`src/rtl/axis_pkg.sv`:
```
// Shared types and helpers for the AXI-Stream slave and its buffer.
package axis_pkg;

    localparam int unsigned DATA_W_DEFAULT = 32;

    // Packet tracker: between packets, or partway through one.
    typedef enum logic [0:0] {
        StIdle,
        StRecv
    } axis_state_e;

    // Bit width needed to index/count up to n-1, never less than one bit.
    function automatic int unsigned width_of(input int unsigned n);
        return (n <= 1) ? 1 : $clog2(n);
    endfunction

endpackage

```
`src/rtl/axis_fifo.sv`:
```
// Show-ahead synchronous FIFO: head always presents the oldest entry.
module axis_fifo
    import axis_pkg::*;
#(
    parameter int unsigned WIDTH = DATA_W_DEFAULT + 1,
    parameter int unsigned DEPTH = 4,
    localparam int unsigned AW   = width_of(DEPTH),
    localparam int unsigned CW   = AW + 1
) (
    input  logic             clk,
    input  logic             rst_n,
    input  logic             push,
    input  logic             pop,
    input  logic [WIDTH-1:0] wdata,
    output logic [WIDTH-1:0] head,
    output logic             full,
    output logic             empty,
    output logic [CW-1:0]    count_next
);

    logic [WIDTH-1:0] mem_q [DEPTH];
    logic [AW-1:0]    wptr_q, rptr_q;
    logic [CW-1:0]    count_q;
    logic             push_ok, pop_ok;

    assign full    = (count_q == CW'(DEPTH));
    assign empty   = (count_q == '0);
    // Guard both sides so a stray push/pop can never overwrite or underflow.
    assign push_ok = push & ~full;
    assign pop_ok  = pop & ~empty;
    assign head    = mem_q[rptr_q];

    // Occupancy after this cycle's push/pop; pointers wrap at the power-of-2 depth.
    always_comb begin
        count_next = count_q + CW'(push_ok) - CW'(pop_ok);
    end

    // Storage needs no reset: contents are only observed while count is non-zero.
    always_ff @(posedge clk) begin
        if (push_ok) begin
            mem_q[wptr_q] <= wdata;
        end
    end

    // Pointer and occupancy registers.
    always_ff @(posedge clk or negedge rst_n) begin
        if (!rst_n) begin
            wptr_q  <= '0;
            rptr_q  <= '0;
            count_q <= '0;
        end else begin
            if (push_ok) wptr_q <= wptr_q + AW'(1);
            if (pop_ok)  rptr_q <= rptr_q + AW'(1);
            count_q <= count_next;
        end
    end

endmodule

```
`src/rtl/axis_s.sv`:
```
// AXI-Stream slave: buffers beats, exposes a pop port and tracks packet lengths.
module axis_s
    import axis_pkg::*;
#(
    parameter int unsigned DATA_W  = DATA_W_DEFAULT,
    parameter int unsigned DEPTH   = 4,
    parameter int unsigned MAX_LEN = 16,
    localparam int unsigned LEN_W  = width_of(MAX_LEN + 1),
    localparam int unsigned CW     = width_of(DEPTH) + 1
) (
    input  logic              aclk,
    input  logic              rst_n,
    input  logic              tvalid,
    output logic              tready,
    input  logic [DATA_W-1:0] tdata,
    input  logic              tlast,
    output logic              rd_valid,
    output logic [DATA_W-1:0] rd_data,
    output logic              rd_last,
    input  logic              rd_en,
    output logic              pkt_done,
    output logic [LEN_W-1:0]  pkt_len,
    output logic              len_err
);

    logic              tready_q, tready_d;
    logic              push, pop;
    logic              fifo_full, fifo_empty;
    logic [CW-1:0]     count_next;
    logic [DATA_W:0]   fifo_head;

    axis_state_e       state_q, state_d;
    logic [LEN_W-1:0]  cnt_q, cnt_d, cnt_inc;
    logic              done_q, done_d;
    logic              err_q, err_d;
    logic [LEN_W-1:0]  len_q, len_d;

    assign push     = tvalid & tready_q & ~fifo_full;
    assign pop      = rd_en & ~fifo_empty;
    assign tready   = tready_q;
    assign rd_valid = ~fifo_empty;
    assign rd_data  = fifo_head[DATA_W-1:0];
    assign rd_last  = fifo_head[DATA_W];
    assign pkt_done = done_q;
    assign pkt_len  = len_q;
    assign len_err  = err_q;

    axis_fifo #(
        .WIDTH (DATA_W + 1),
        .DEPTH (DEPTH)
    ) u_fifo (
        .clk        (aclk),
        .rst_n      (rst_n),
        .push       (push),
        .pop        (pop),
        .wdata      ({tlast, tdata}),
        .head       (fifo_head),
        .full       (fifo_full),
        .empty      (fifo_empty),
        .count_next (count_next)
    );

    // tready looks ahead at next occupancy so it never depends on tvalid.
    always_comb begin
        tready_d = (count_next < CW'(DEPTH));
    end

    // Packet tracking: count accepted beats, close on tlast or at MAX_LEN.
    always_comb begin
        state_d = state_q;
        cnt_d   = cnt_q;
        len_d   = len_q;
        done_d  = 1'b0;
        err_d   = 1'b0;
        cnt_inc = cnt_q + LEN_W'(1);
        if (push) begin
            unique case (state_q)
                StIdle: begin
                    if (tlast) begin
                        done_d = 1'b1;
                        len_d  = LEN_W'(1);
                    end else begin
                        cnt_d   = LEN_W'(1);
                        state_d = StRecv;
                    end
                end
                StRecv: begin
                    if (tlast) begin
                        done_d  = 1'b1;
                        len_d   = cnt_inc;
                        cnt_d   = '0;
                        state_d = StIdle;
                    end else if (cnt_inc == LEN_W'(MAX_LEN)) begin
                        // Overlong packet: flag it and count the rest as a new one.
                        err_d   = 1'b1;
                        cnt_d   = '0;
                        state_d = StIdle;
                    end else begin
                        cnt_d = cnt_inc;
                    end
                end
                default: state_d = StIdle;
            endcase
        end
    end

    // Handshake and packet-tracking state registers.
    always_ff @(posedge aclk or negedge rst_n) begin
        if (!rst_n) begin
            tready_q <= 1'b0;
            state_q  <= StIdle;
            cnt_q    <= '0;
            done_q   <= 1'b0;
            err_q    <= 1'b0;
            len_q    <= '0;
        end else begin
            tready_q <= tready_d;
            state_q  <= state_d;
            cnt_q    <= cnt_d;
            done_q   <= done_d;
            err_q    <= err_d;
            len_q    <= len_d;
        end
    end

endmodule
```
`config.mk`:
```
export PLATFORM = sky130hd
export DESIGN_NAME = axis_s
export DESIGN_NICKNAME = d
export VERILOG_FILES = /design/src/rtl/axis_pkg.sv /design/src/rtl/axis_fifo.sv /design/src/rtl/axis_s.sv
export SDC_FILE = /design/constraint.sdc
export NUM_CORES = 1
export LEC_CHECK = 0
export ABC_AREA = 1
export CORE_AREA = 2 2 107 109
export CTS_BUF_LIST = sky130_fd_sc_hd__clkbuf_4
export DETAILED_ROUTE_END_ITERATION = 10
export DIE_AREA = 0 0 109 111
export PLACE_DENSITY_LB_ADDON = 0.2
export SLEW_MARGIN = 20
export SYNTH_ARGS = -nofsm -noshare
export SYNTH_HDL_FRONTEND = slang
export SYNTH_SLANG_ARGS = --single-unit
export TNS_END_PERCENT = 5
```
`constraint.sdc`:
```
create_clock -name aclk -period 5 [get_ports aclk]
set_clock_uncertainty 0.1 [all_clocks]
set_input_delay 0.5 -clock aclk [delete_from_list [all_inputs] [get_ports aclk]]
set_output_delay 0.5 -clock aclk [all_outputs]
set_load 0.05 [all_outputs]
```
==> reports/qor.yml <==
worst_setup_path:
  critPathMaxStageDelay_ns: 0.83
  crit_family: "buffers and inverters"
  cp_cell_sequence: "inv_6, buf_4, nor2_4, o22ai_2, clkdlybuf4s50_1"
  arrival_ns: 2.88
  slowest_stage: "clkdlybuf4s50_1"
  critPathMaxFanout: 66
  cp.buffers_inverters: 3
  rr_startpoint: "u_fifo.count_q[1]"
  crit_type: "register to output pin"
  worstPathRequired_ns: 4.40
  endpoint_kind: "output pin"
  startpoint_type: "register"
  crit_start: "u_fifo.rptr_q[0]"
layout:
  final_cell_mix: "edfxtp_1, clkdlybuf4s50_1, o21ai_0"
  multi_input_area_um2: 1730
  regArea_um2: 4490
  n_fill_cell: 786
  drive_gt1_share_pct: 23.2
  antenna_cells: 0
  layout.cells.most_common: "edfxtp_1"
  stdcell_count: 678
  nNetsFinal: 567
  area_growth_pct: 19.3
pwr:
  p_leak_nw: 2.65
  pwr-share-seq_pct: 34.2
  p_sw_share_pct: 44.7
  ir_drop_uv: 454
  powerDensity_nw_per_um2: 648
  clock_power_share_pct: 15.2
  intPower_w: 0.00275
  p_sw_w: 0.00222
  comb_power_share_pct: 50.6
global_routing:
  gr-total-overflow: 0
  antenna_found_initial: 0
  grt_pass1_wl_mm: 18.2
  grt_max_degree: 68
  grt_pass1_vias: 3608
  gr-usage-all-layers_pct: 20.4
logic_synthesis:
  synth_area_per_cell_um2: 14.6
  synth.area.top_cells: "edfxtp_1, dfrtp_1, o22ai_2, nor2_4, o21ai_0"
  synth-compound-area-share_pct: 12.1
  synth_xor_area_share_pct: 0.545
  synth-simple-area-share_pct: 12.2
  synth_area_leader_cell: "edfxtp_1"
  synthCells: 439
  synth_top_area_share_pct: 61.6
  synth.ff_latch_count: 153
  synth_top_family_by_area: "simple AND/OR/NAND/NOR gates"
  ys_types: 32
  yosys_warnings: 0
  synth_nets: 484
  synth_mux_area_share_pct: 0
  synthAdderAreaFrac_pct: 1.67
  netlist_area_um2: 6430
  ys_seq_area_share_pct: 69.8
die:
  start_util_pct: 58.1
  die-area_um2: 12100
  rows: 39
  io-pin-count: 79
  die_w_um: 109
  dieHeight_um: 111
  coreArea_um2: 11100
placement:
  placed_cells: 644
  io_buffer_count: 78
  gp_congestion: 0.808
  dp_hpwl_mm: 6.63
route:
  ant_nets: 0
  firstDrtPassIters: 4
  vias: 3671
  drt_iter0_drc: 363
  wirelength_mm: 11.6
  drc: 0
  viasPerCell: 5.41
  wire_per_inst_um: 17.1
clock_tree:
  root_buffer: "clkbuf_4"
  clk_latency_ns: 0.53
  clk_pin_slew_ns: 0.13
  cts_buffers: 17
  holdBufCountCts: 0
  clock_path_buffers: 2
  clock-sinks: 153
  htreeDepth: 4
  postCtsSetupBuffers: 0
  cts_tree: "yes"
  cts_resized: 0
timing:
  slew_headroom_pct: 27.9
  period_needed_ns: 3.48
  hold_viol_final: 0
  fin_crit_sh_pct: 69.6
  rsz0062_at_grt: "no"
  fin_setup_tns_ns: 0
  drv_slew: 0
  fmax_ghz: 0.287
  setup_viol: 0
  tightest_slew_ns: 1.08
run:
  drv_cap: 0
status:
  outcome: "complete, no violations"
worst_hold_path:
  hold_class: "input port to async pin"
-- layout make-up --
| type | count | share of cell area [%] |
|---|---|---|
| clock buffer | 18 | 1.76 |
| clock inverter | 14 | 2.04 |
| inverter | 23 | 1.26 |
| multi-input combinational | 243 | 22.6 |
| sequential | 153 | 58.5 |
| tap | 143 | 2.33 |
| timing repair buffer | 84 | 11.5 |
-- worst paths after layout --
kind / to / slack, ns / cells past startpoint
worst max-delay path: rd_data[28] / 1.52 / 5
worst max register to register: u_fifo.count_q[2] / 2.86 / 10
min in group aclk: pkt_len[1] / 0.41 / 2
worst min register to register: pkt_len[1] / 0.41 / 2
worst min-delay path: cnt_q[2] / 0.38 / 1
max in group asynchronous: u_fifo.rptr_q[0] / 3.76 / 1
-- metal layers --
metal  vias up  wire length, µm  GRT usage [%]
met1      1802             4890           26.9
met3         7              616           6.00
met5         -                0              0
met4         0               70           6.50
li1       1760                -              -
met2       102             6000           32.7
-- flip-flops by register name, summed over array words and instances (netlist names) --
| register | cells |
|---|---|
| u_fifo.mem_q | 132 |
| cnt_q | 5 |
| pkt_len | 5 |
| u_fifo.count_q | 3 |
| u_fifo.rptr_q | 2 |
| u_fifo.wptr_q | 2 |
| len_err | 1 |
| pkt_done | 1 |
| state_q | 1 |
| tready | 1 |
-- metrics by stage --
step	cell area, µm²	hold WS [ns]	utilization (%)	total power [W]	setup WS (ns)
after global routing	7670	0.395	69.3	0.00523	1.33
after detailed placement	7330	0.367	66.1	0.00425	1.83
after floorplan	6430	0.104	-	0.00356	2.11
after global placement	7300	0.359	65.9	0.00418	1.86
final	7670	0.384	69.3	0.00497	1.52
after CTS	7620	0.370	68.8	0.00500	1.21
-- power by group through the flow --
stage	registers [W]	logic [W]	clock network (W)
final	0.00170	0.00251	0.000755
after floorplan	0.00178	0.00178	0
after CTS	0.00170	0.00252	0.000773
after global placement	0.00172	0.00246	0
after global routing	0.00172	0.00268	0.000827
after detailed placement	0.00173	0.00251	0
-- synth_stat cells --
library cell and count:
nor2_1 45, o21ai_2 3, buf_12 3, xor2_1 4, inv_2 7, fa_1 1, nor2_4 31, nand2_8 1
nand3_2 1, buf_2 8, ha_1 7, clkbuf_1 7, nand2_2 3, o21ai_0 63, nand3b_1 2, nand2_1 30
inv_4 2, o21ai_1 7, nor2_2 3, dfrtp_1 21, nor3_1 1, nor2_8 1, o22ai_1 3, buf_4 1
edfxtp_1 132, buf_8 1, nand3_4 1, nand3_1 3, nand4_1 2, a21oi_1 1, inv_1 14, o22ai_2 30
-- cell families after synthesis --
family	count (synthesis)
buffers and inverters	43
AOI/OAI and AO/OA	107
DFF	153
xor gates and xnor gates	4
and+or+nand+nor	124
adders and majority gates	8
(Power assumes the default switching activity.)
